### src/rtl/instr_fetch_if.sv
// ---------------------------------------------------------------------------
// instr_fetch_if
//  Instruction-memory read bus between the fetch stage and instruction memory.
//  req/addr issue a read; ack marks rdata valid (ack may coincide with req).
//  Ports (modports):
//    master (fetch)  : out req, addr   in  ack, rdata
//    slave  (memory) : in  req, addr   out ack, rdata
// ---------------------------------------------------------------------------
interface instr_fetch_if #(
   parameter int XLEN = 32
);
   logic            req;
   logic [XLEN-1:0] addr;
   logic            ack;
   logic [31:0]     rdata;

   modport master (output req, output addr, input ack, input rdata);
   modport slave  (input req, input addr, output ack, output rdata);
endinterface

### src/rtl/instr_fetch.sv
// ---------------------------------------------------------------------------
// instr_fetch
//  Fetch stage of the impostor_32 RV32I core. Owns the PC, issues req/ack
//  reads to instruction memory and presents fetched words to decode through
//  a registered valid/stall output slot backed by a one-entry skid buffer.
//  Accepts branch/jal redirects; sustains 1 instr/clk with zero-wait memory.
//
//  Ports:
//    clk, rst        clock, synchronous active-high reset
//    imem            instr_fetch_if.master (req, addr, ack, rdata)
//    redirect_valid  taken branch/jump from EX
//    redirect_pc     redirect target
//    stall           decode cannot consume the output slot this cycle
//    if_valid        output slot holds a live instruction
//    if_pc, if_instr PC and word of the output slot
//    if_opcode       if_instr[6:0], to mainController
//    if_misalign     (FETCH_MISALIGN_EN only) slot carries a misaligned-target fault
//
//  Configuration macro: FETCH_MISALIGN_EN
//    defined   : misaligned redirect targets raise if_misalign and halt fetch
//                until the next redirect.
//    undefined : redirect_pc[1:0] is ignored (treated as 2'b00).
// ---------------------------------------------------------------------------
module instr_fetch #(
   parameter int              XLEN     = 32,
   parameter logic [XLEN-1:0] RESET_PC = '0
) (
   input  logic                 clk,
   input  logic                 rst,
   instr_fetch_if.master        imem,
   input  logic                 redirect_valid,
   input  logic [XLEN-1:0]      redirect_pc,
   input  logic                 stall,
   output logic                 if_valid,
   output logic [XLEN-1:0]      if_pc,
   output logic [31:0]          if_instr,
   output logic [6:0]           if_opcode
`ifdef FETCH_MISALIGN_EN
   ,
   output logic                 if_misalign
`endif
);

   localparam logic [31:0]     NOP     = 32'h0000_0013;
   localparam logic [XLEN-1:0] PC_STEP = XLEN'(4);

   typedef enum logic [1:0] {
      S_REQ     = 2'd0,   // request outstanding at req_addr (== pc)
      S_FULL    = 2'd1,   // skid holds a word, no request
      S_DISCARD = 2'd2,   // squashed request still outstanding at stale req_addr
      S_HALT    = 2'd3    // misaligned target: no fetch until next redirect
   } state_t;

   state_t          state, state_nxt;
   logic [XLEN-1:0] pc, pc_nxt;
   logic [XLEN-1:0] req_addr;
   logic [31:0]     skid_instr;
   logic [XLEN-1:0] skid_pc;

   logic            slot_free;
   logic            load_mem, load_skid, fill_skid, squash;
   logic [XLEN-1:0] redir_tgt;
   logic            redir_mis;
   state_t          redir_state;

`ifdef FETCH_MISALIGN_EN
   assign redir_tgt = redirect_pc;
   assign redir_mis = (redirect_pc[1:0] != 2'b00);
`else
   assign redir_tgt = redirect_pc & ~XLEN'(3);
   assign redir_mis = 1'b0;
`endif

   assign redir_state = redir_mis ? S_HALT : S_REQ;
   assign slot_free   = !if_valid || !stall;

   // ---- FSM state register ----
   always_ff @(posedge clk) begin
      if (rst) state <= S_REQ;
      else     state <= state_nxt;
   end

   // ---- FSM next state and datapath controls ----
   always_comb begin
      state_nxt = state;
      pc_nxt    = pc;
      load_mem  = 1'b0;
      load_skid = 1'b0;
      fill_skid = 1'b0;
      squash    = 1'b0;
      case (state)
         S_REQ: begin
            if (imem.ack) begin
               if (redirect_valid) begin
                  pc_nxt    = redir_tgt;
                  squash    = 1'b1;
                  state_nxt = redir_state;
               end else if (slot_free) begin
                  load_mem = 1'b1;
                  pc_nxt   = pc + PC_STEP;
               end else begin
                  fill_skid = 1'b1;
                  pc_nxt    = pc + PC_STEP;
                  state_nxt = S_FULL;
               end
            end else if (redirect_valid) begin
               // the old request must still complete before a new one starts
               pc_nxt    = redir_tgt;
               squash    = 1'b1;
               state_nxt = S_DISCARD;
            end
         end
         S_FULL: begin
            if (redirect_valid) begin
               pc_nxt    = redir_tgt;
               squash    = 1'b1;
               state_nxt = redir_state;
            end else if (!stall) begin
               load_skid = 1'b1;
               state_nxt = S_REQ;
            end
         end
         S_DISCARD: begin
            if (redirect_valid) begin
               pc_nxt = redir_tgt;
               squash = 1'b1;
            end
            // pc_nxt already reflects a same-cycle redirect
            if (imem.ack) begin
               state_nxt = (pc_nxt[1:0] != 2'b00) ? S_HALT : S_REQ;
            end
         end
         S_HALT: begin
            if (redirect_valid) begin
               pc_nxt    = redir_tgt;
               squash    = 1'b1;
               state_nxt = redir_state;
            end
         end
         default: state_nxt = S_REQ;
      endcase
   end

   // ---- FSM outputs ----
   always_comb begin
      imem.req = !rst && ((state == S_REQ) || (state == S_DISCARD));
   end

   assign imem.addr = req_addr;
   assign if_opcode = if_instr[6:0];

   // ---- output slot, skid and PC registers ----
   always_ff @(posedge clk) begin
      if (rst) begin
         pc       <= RESET_PC;
         req_addr <= RESET_PC;
         if_valid <= 1'b0;
         if_pc    <= '0;
         if_instr <= NOP;
`ifdef FETCH_MISALIGN_EN
         if_misalign <= 1'b0;
`endif
      end else begin
         pc <= pc_nxt;
         if (state_nxt == S_REQ) req_addr <= pc_nxt;

         if (if_valid && !stall) begin
            if_valid <= 1'b0;
`ifdef FETCH_MISALIGN_EN
            if_misalign <= 1'b0;
`endif
         end
         if (load_mem) begin
            if_valid <= 1'b1;
            if_pc    <= pc;
            if_instr <= imem.rdata;
         end
         if (load_skid) begin
            if_valid <= 1'b1;
            if_pc    <= skid_pc;
            if_instr <= skid_instr;
         end
         if (fill_skid) begin
            skid_instr <= imem.rdata;
            skid_pc    <= pc;
         end
         if (squash) begin
            if_valid <= 1'b0;
`ifdef FETCH_MISALIGN_EN
            if_misalign <= 1'b0;
            if (redir_mis) begin
               if_valid    <= 1'b1;
               if_pc       <= redirect_pc;
               if_instr    <= NOP;
               if_misalign <= 1'b1;
            end
`endif
         end
      end
   end

endmodule

### src/flat_wrapper.sv
// flat-port wrapper written by rule: the top's interface ports become plain ports
module instr_fetch_flat 
#(
   parameter int              XLEN     = 32,
   parameter logic [XLEN-1:0] RESET_PC = '0
)
  (clk, rst, redirect_valid, redirect_pc, stall, if_valid, if_pc, if_instr, if_opcode, imem_req, imem_addr, imem_ack, imem_rdata);
  instr_fetch_if #(.XLEN(XLEN)) imem_i ();
  input  logic clk;
  input  logic rst;
  input  logic redirect_valid;
  input  logic [XLEN-1:0] redirect_pc;
  input  logic stall;
  output logic if_valid;
  output logic [XLEN-1:0] if_pc;
  output logic [31:0] if_instr;
  output logic [6:0] if_opcode;
  output wire logic [$bits(imem_i.req)-1:0] imem_req;
  output wire logic [$bits(imem_i.addr)-1:0] imem_addr;
  input wire logic [$bits(imem_i.ack)-1:0] imem_ack;
  input wire logic [$bits(imem_i.rdata)-1:0] imem_rdata;
  assign imem_req = imem_i.req;
  assign imem_addr = imem_i.addr;
  assign imem_i.ack = imem_ack;
  assign imem_i.rdata = imem_rdata;
  instr_fetch #(.XLEN(XLEN), .RESET_PC(RESET_PC)) u_core (.clk(clk), .rst(rst), .imem(imem_i), .redirect_valid(redirect_valid), .redirect_pc(redirect_pc), .stall(stall), .if_valid(if_valid), .if_pc(if_pc), .if_instr(if_instr), .if_opcode(if_opcode));
endmodule
### config.mk
export PLATFORM = sky130hd
export DESIGN_NAME = instr_fetch_flat
export DESIGN_NICKNAME = d
export VERILOG_FILES = /design/src/rtl/instr_fetch_if.sv /design/src/rtl/instr_fetch.sv /design/src/flat_wrapper.sv
export SDC_FILE = /design/constraint.sdc
export NUM_CORES = 1
export LEC_CHECK = 0
export ABC_AREA = 0
export CAP_MARGIN = 10
export CORE_MARGIN = 10
export CORE_UTILIZATION = 45
export CTS_CLUSTER_DIAMETER = 80
export DETAILED_ROUTE_END_ITERATION = 16
export GPL_TIMING_DRIVEN = 1
export PLACE_DENSITY = 0.81
export SETUP_SLACK_MARGIN = 0.5
export SYNTH_ARGS = -nofsm -noshare
export SYNTH_HDL_FRONTEND = slang
export SYNTH_SLANG_ARGS = --single-unit
### constraint.sdc
create_clock -name clk -period 15.7 [get_ports clk]
set_clock_uncertainty 0.2 [all_clocks]
set_input_delay 3.14 -clock clk [delete_from_list [all_inputs] [get_ports clk]]
set_output_delay 3.14 -clock clk [all_outputs]
set_load 0.05 [all_outputs]
-- Yosys cells after proc, flatten, opt, wreduce, memory -nomap -nowiden
Cells that the tools add are included.
- flip-flop bits (word level): 195
- input port bits: 69
- logic and storage cells: 64
- add/subtract/negate cells: 1
- eq/ne operators: 3
- muxes and demuxes: 35
- bitwise operators: 1
- reductions and logical operators: 16
- operators with widths (cell ; count):
    $mux W32 ; 8
    $pmux W32 S3 ; 1
    $add A32 B3 Y32 const B ; 1
    $mux W2 ; 9
    $mux W1 ; 16
    $pmux W2 S4 ; 1
    $eq A2 B2 Y1 const B ; 2
    $logic_not A2 Y1 ; 2
    $reduce_bool A2 Y1 ; 2
    $reduce_or A2 Y1 ; 2
    $reduce_or A4 Y1 ; 1
    $logic_not A1 Y1 ; 3
    $reduce_bool A3 Y1 ; 1
    $eq A2 B1 Y1 const B ; 1
    $logic_and A1 B1 Y1 ; 2
    $logic_or A1 B1 Y1 ; 2
    $reduce_and A2 Y1 ; 1
    $not A1 Y1 ; 1

-- Logic depth before layout (Yosys ltp)
Gate-level depths: netlist of the first run.
- word-level depth: 8
- gate-level depth with buffers: 8
- mapped depth without buffers: 6

-- Least setup slack after synthesis of the first run
No wires, ideal clock.
- kind: input-to-reg
- start point: in redirect_valid
- end point: reg u_core.skid_instr[0], enable pin
- arrival time: 10.054 ns
- required time: 14.856 ns
- slack: 4.802 ns
- stages on the path: 5
- cells stage by stage: clkbuf_1 -> buf_2 -> buf_2 -> clkbuf_1 -> nor4_1
- cells in the longest elaborated chain, start to end: 4
- RTL lines (item ; RTL line ; text):
    from (decl) ; flat_wrapper.sv:11 ; input logic redirect_valid;
    $mux W1 ; instr_fetch.sv:94 ; if (redirect_valid) begin
    $mux W1 ; instr_fetch.sv:93 ; if (imem.ack) begin
    $mux W1 ; instr_fetch.sv:91 ; case (state)
    $reduce_and A2 Y1 (no line) ; - ;
    to (signal assigned) ; instr_fetch.sv:184 ; skid_instr <= imem.rdata;
    to (decl) ; instr_fetch.sv:57 ; logic [31:0] skid_instr;
No other way between the ends.
A chain may end at the register's enable or synchronous reset.

-- Worst setup path after layout of the first run
- start point: in rst
- end point: out imem_req
- cells in the longest elaborated chain, start to end: 2
- RTL lines (item ; RTL line ; text):
    from (decl) ; flat_wrapper.sv:10 ; input logic rst;
    $logic_not A1 Y1 ; instr_fetch.sv:146 ; imem.req = !rst && ((state == S_REQ) || (state == S_DISCARD));
    $logic_and A1 B1 Y1 ; instr_fetch.sv:146 ;
    to (decl) ; flat_wrapper.sv:18 ; output wire logic [$bits(imem_i.req)-1:0] imem_req;
No other way between the ends.

==> summary.txt, run 1 <==
Run status
  – Status: finished, final reports clean

Logic synthesis
  – Synth Area in Compound Gates: 12.0%
  – Synth area leader: dfxtp_1
  – Syn_nets: 812
  – Synth warn: 0
  – Synth Area in XOR/XNOR: 0.981%
  – Ys flop type: dfxtp_1
  – Synth async-reset ratio: 0%
  – Synth Area in Simple Gates: 15.7%
  – Combinational family with the most area after synthesis: simple AND/OR/NAND/NOR gates
  – Seq cells post-synth: 195
  – Post-synth top area share: 32.6%
  – Mux contribution to synthesized area: 10.5%
  – Post-Syn Area: 0.00803 mm²
  – Area contributors post-synth: dfxtp_1 (33%), edfxtp_1 (24%), mux2i_1 (9.2%)
  – Unique masters post-synth: 56
  – Post-synth EDFFs: 64
  – Post-synthesis adder-cell area fraction: 0.156%
  – Syn Area/Cell: 10.8 µm²
  – Sequential cell area fraction in the yosys report: 56.6%
  – Post-Syn Instances: 742

Worst hold path
  – Hold path cells: 2
  – WHS Endpoint: u_core.imem.addr[0]
  – Class of the worst hold path: reg -> reg
  – HP Start: u_core.imem.addr[0]

Floorplan
  – Area of the die: 0.0236 mm²
  – Row count: 48
  – Initial core utilization: 46.1%
  – I/O Pins: 174
  – Die Wd: 154 µm
  – Die Y: 154 µm
  – CORE AREA: 0.0174 mm²

STA
  – Final setup viols: 0
  – Relative slew slack: 33.4%
  – Setup ws final: 8.08 ns
  – Setup TNS: 0 ns
  – Period utilization: 48.5%
  – Maximum clock frequency: 131 MHz
  – Final hold viol count: 0
  – Worst hold margin: 0.256 ns
  – Max Slew Vio Count: 0
  – Tightest Pin Transition: 0.999 ns
  – Min Tclk post-route: 7.62 ns
  – RSZ-0062 raised after global routing: false

GRT
  – GR Util All Layers: 18.1%
  – Initial antenna violation count: 0
  – Largest net degree at the start of global routing: 88
  – Global-route wire length before repair: 34,900 µm
  – Vias in the first global route: 6,193
  – Total global routing overflow: 0

Worst setup path
  – RR Endpoint: u_core.if_instr[4]
  – FF-to-FF path depth: 6
  – Class of the most critical setup path: in -> out
  – Critical Path Fanout Max: 19
  – Worst R2R Setup Slack: 12.93 ns
  – Setup crit start kind: input port
  – Critical path arrival: 4.28 ns
  – Reg-to-reg startpoint: u_core.state[0]
  – Critical Path End Type: output pin
  – CP required: 12.36 ns

Clocking
  – Maximum clock path buffer count: 2
  – PostCTS Resize Cnt: 0
  – Number of hold buffers added after cts: 0
  – Postcts setup bufs: 0
  – Clock Tree Root: clkbuf_16
  – Clock Sinks: 195
  – CTS tree: built
  – Clk slew on worst S/H paths: 0.07 ns
  – Htree depth: 4
  – CTS Buf Count: 17
  – Worst-Skew Late Latency: 0.43 ns

Pwr
  – Sequential Power Share: 49.1%
  – Internal power: 835 µW
  – Leakage: 0.00389 µW
  – Maximum VDD drop: 0.0841 mV
  – Clock share of power: 37.1%
  – Pwr/cell area: 109 mW/mm²
  – Total net switching power: 295 µW
  – Switching share of power: 26.1%
  – Comb power frac: 13.7%

Drt
  – Via count: 6,300
  – Routed len/inst: 19.6 µm
  – TritonRoute pass-1 iters: 4
  – Final wirelength: 21,800 µm
  – Post-Route M1 WL: 9890 µm
  – WL met2: 9810 µm
  – Vias per std cell: 5.65
  – Post-route ant nets: 0
  – Top sig layer: met4
  – # DRC: 0
  – DR iter-0 viols: 525
  – Routed wl met3: 1860 µm

Finish
  – # diodes: 0
  – Nets: 948
  – Fillers: 1,431
  – Multi-input logic area: 0.00318 mm²
  – Layout cell share with drive strength beyond 1: 6.51%
  – Final instance area: 0.0104 mm²
  – Register area: 0.00454 mm²
  – Layout area overhead: 29.0%

Placement
  – Placer Congestion: 0.836
  – Buffers added on ports: 171
  – Post-DP Area: 0.00979 mm²
  – Pre-CTS setup slack: 8.10 ns
  – DP Wirelength: 15,000 µm

Run
  – Reported max-cap violation count: 0
registers in the layout, indices dropped and copies added, names as in the netlist:
register           flops
u_core.skid_pc        32
u_core.imem.addr      32
u_core.state           2
u_core.if_pc          32
u_core.pc             32
u_core.skid_instr     32
u_core.if_valid        1
u_core.if_instr       32
critical path, stage by stage:
cell and delay (ns):
buf_4 0.19, nor2_1 0.13, clkdlybuf4s50_1 0.82
worst max path at each step:
stage | from | to | slack (ns)
6_report | rst | imem_req | 8.08
5_1_grt | rst | imem_req | 8.04
2_1_floorplan | redirect_valid | u_core.skid_instr[0] | 4.80
3_3_place_gp | rst | imem_req | 8.10
3_5_place_dp | rst | imem_req | 8.10
4_1_cts | rst | imem_req | 8.08
cell type report:
cell class                      count  share of cell area, %
Inverter                            7                  0.254
Clock inverter                      5                  0.350
Timing Repair Buffer              179                   17.0
Multi-Input combinational cell    478                   30.6
Sequential cell                   195                   43.8
Tap cell                          225                   2.72
Clock buffer                       27                   5.17
per-layer routing:
metal  up-vias  global-route usage [%]
met5         -                       0
met4         0                    4.18
met3        29                    6.08
met2       260                    27.6
met1      2991                    24.3
li1       3020                       -
kinds of logic after synthesis:
family / count (synthesis)
AO/OA/AOI/OAI: 136
flip-flops: 195
AND/OR/NAND/NOR: 249
buffers and inverters: 69
XOR/XNOR: 9
multiplexers: 83
adder cells (fa/ha/maj): 1
synth_stat cells, drive strengths merged, types with 6 or more instances:
master	count
nor3	18
mux2i	74
a21oi	22
o21ai	14
nand3	31
and2	6
dfxtp	131
nor4	15
nand2	42
mux2	9
and3	10
a211oi	64
xnor2	8
nor2	88
and4	6
buf	40
clkbuf	22
nand4	17
o211a	6
edfxtp	64
power by group through the flow:
stage / logic [µW] / clock network (µW) / registers [µW]
floorplan: 56.6 / 0 / 604
global placement: 154 / 0 / 565
detailed placement: 156 / 0 / 566
CTS: 156 / 427 / 555
global route: 165 / 450 / 557
finish: 155 / 420 / 555
cells in the final DEF, fill, tap and decap left out, drive strengths merged, types with 2 or more instances in the layout:
cell type,instances
mux2i,74
or2,2
o21ai,14
clkbuf,27
clkinv,3
o41ai,5
nor4b,2
nor3b,2
edfxtp,64
nor4,15
and2,6
nor2,88
o21a,2
xnor2,8
nor3,18
and3,10
a31oi,2
inv,9
mux2,9
nand2,42
o31ai,5
nand2b,4
o211a,6
o211ai,5
and4,6
o31a,3
nand4,17
a211oi,64
buf,10
a21oi,22
nand3,31
dfxtp,131
and4b,2
clkdlybuf4s50,169
through the flow:
step / cells / power [µW] / utilization, %
CTS: 1116 / 1140 / 59.5
global route: 1116 / 1170 / 59.5
finish: 1116 / 1130 / 59.5
global placement: 1084 / 719 / 56.2
detailed placement: 1084 / 722 / 56.2
floorplan: 742 / 660 / -
(Power assumes the default switching activity.)
==> run 2: changes to the inputs <==
Settings changed: PLACE_DENSITY 0.81 to 0.84.
Clock period 15.7 ns to 6.7 ns, I/O delays scaled along.
==> summary.txt, run 2 (same netlist as run 1, synthesis figures left out) <==
Clocking
  – Number of hold buffers added after cts: 0 (unchanged)
  – CTS tree: built
  – Maximum clock path buffer count: 2 (unchanged)
  – Clock Sinks: 195 (unchanged)
  – Worst-Skew Late Latency: 0.42 ns (about the same)
  – Htree depth: 4 (unchanged)
  – PostCTS Resize Cnt: 0 (unchanged)
  – Clock Tree Root: clkbuf_16
  – Clk slew on worst S/H paths: 0.07 ns (about the same)
  – CTS Buf Count: 17 (unchanged)
  – Postcts setup bufs: 0 (unchanged)

GRT
  – GR Util All Layers: 18.1% (-0.061 points)
  – Largest net degree at the start of global routing: 85 (-3.4%)
  – Vias in the first global route: 6,184 (-0.15%)
  – Global-route wire length before repair: 35,000 µm (+0.22%)
  – Initial antenna violation count: 0 (unchanged)
  – Total global routing overflow: 0 (unchanged)

Run
  – Reported max-cap violation count: 0 (unchanged)

STA
  – RSZ-0062 raised after global routing: false
  – Max Slew Vio Count: 0 (unchanged)
  – Worst hold margin: 0.254 ns (-0.00165 ns)
  – Relative slew slack: 33.1% (-0.28 points)
  – Setup TNS: 0 ns (unchanged)
  – Maximum clock frequency: 239 MHz
  – Final hold viol count: 0 (unchanged)
  – Min Tclk post-route: 4.18 ns
  – Period utilization: 62.4%
  – Final setup viols: 0 (unchanged)
  – Tightest Pin Transition: 0.996 ns (-0.00334 ns)

Worst setup path
  – Critical Path Fanout Max: 36 (+17)
  – Critical Path End Type: output pin
  – CP Launch Point: rst
  – Worst R2R Setup Slack: 3.70 ns (-9.23 ns)
  – FF-to-FF path depth: 6 (unchanged)
  – CP required: 5.16 ns (-7.20 ns)
  – Critical path arrival: 2.64 ns (-1.64 ns)
  – Setup crit start kind: input port
  – Reg-to-reg startpoint: u_core.state[0]
  – Class of the most critical setup path: in -> out

Floorplan
  – Die Y: 154 µm (unchanged)
  – I/O Pins: 174 (unchanged)
  – Row count: 48 (unchanged)
  – CORE AREA: 0.0174 mm² (unchanged)
  – Die Wd: 154 µm (unchanged)
  – Area of the die: 0.0236 mm² (unchanged)
  – Initial core utilization: 46.1% (unchanged)

Drt
  – DR iter-0 viols: 554 (+5.5%)
  – Vias per std cell: 5.60 (-0.81%)
  – # DRC: 0 (unchanged)
  – TritonRoute pass-1 iters: 5 (+1)
  – Via count: 6,260 (-0.63%)
  – Post-route ant nets: 0 (unchanged)
  – Final wirelength: 21,800 µm (-0.33%)
  – Routed len/inst: 19.5 µm (-0.50%)

Pwr
  – Sequential Power Share: 49.3% (+0.2 points)
  – Leakage: 0.00390 µW (+0.32%)
  – Total net switching power: 705 µW (+140%)
  – Overall Power: 2640 µW (+130%)
  – Comb power frac: 13.8% (about the same)
  – Maximum VDD drop: 0.181 mV (+120%)
  – Pwr/cell area: 254 mW/mm² (+130%)
  – Switching share of power: 26.7% (+0.61 points)
  – Clock share of power: 36.9% (-0.2 points)
  – Internal power: 1930 µW (+130%)

Finish
  – Most frequent cells in the layout: clkdlybuf4s50_1 (169), dfxtp_1 (131), nor2_1 (88)
  – Layout cell share with drive strength beyond 1: 7.17% (+0.66 points)
  – Nets: 950 (+0.21%)
  – Most common cell after layout, fill and taps aside: clkdlybuf4s50_1
  – Layout Utilization: 59.6% (+0.086 points)
  – Final instance area: 0.0104 mm² (+0.15%)
  – Layout area overhead: 29.2%
  – # diodes: 0 (unchanged)

Placement
  – Post-DP Area: 0.00982 mm² (+0.24%)
  – Placer Congestion: 0.826 (-1.2%)
  – DP Wirelength: 15,000 µm (-0.25%)
  – Buffers added on ports: 171 (unchanged)

Worst hold path
  – Class of the worst hold path: reg -> reg
  – Hold path cells: 2 (unchanged)
  – HP Start: u_core.imem.addr[1]

Run status
  – Status: finished, final reports clean
[run 2: worst paths after layout]
kind	end
setup / recovery	imem_req
hold / removal	u_core.imem.addr[1]
setup reg to reg	u_core.if_instr[0]
hold reg to reg	u_core.imem.addr[1]
[run 2: critical path: stages]
cell             delay, ns
buf_4                 0.25
nor2_1                0.20
clkdlybuf4s50_1       0.84
[run 2: area by class of cell]
type	count	area, µm²
fill	1457	7040
clock buffer	21	493
sequential	195	4540
clock inverter	11	70.1
timing repair buffer	181	1780
tap	225	282
multi-input combinational	478	3190
inverter	7	26.3
[run 2: power groups by stage]
stage / Sequential, µW / Combinational [µW] / Clock [µW]
global placement: 1320 / 361 / 0
detailed placement: 1330 / 365 / 0
global route: 1310 / 385 / 1040
finish: 1300 / 363 / 975
CTS: 1300 / 366 / 991
floorplan: 1410 / 133 / 0
[run 2: per-layer routing]
layer | track usage, % | vias up | wire length (µm)
li1 | - | 3037 | -
met1 | 23.3 | 2955 | 9430
met2 | 28.1 | 237 | 10100
met3 | 5.30 | 31 | 1680
met4 | 6.75 | 0 | 537
met5 | 0 | - | 0
[run 2: per-stage QoR]
stage               worst slack (ns)  cells
finish                          2.52   1118
detailed placement              2.18   1086
global placement                2.21   1086
floorplan                       1.78    742
global route                    2.45   1118
CTS                             2.53   1118
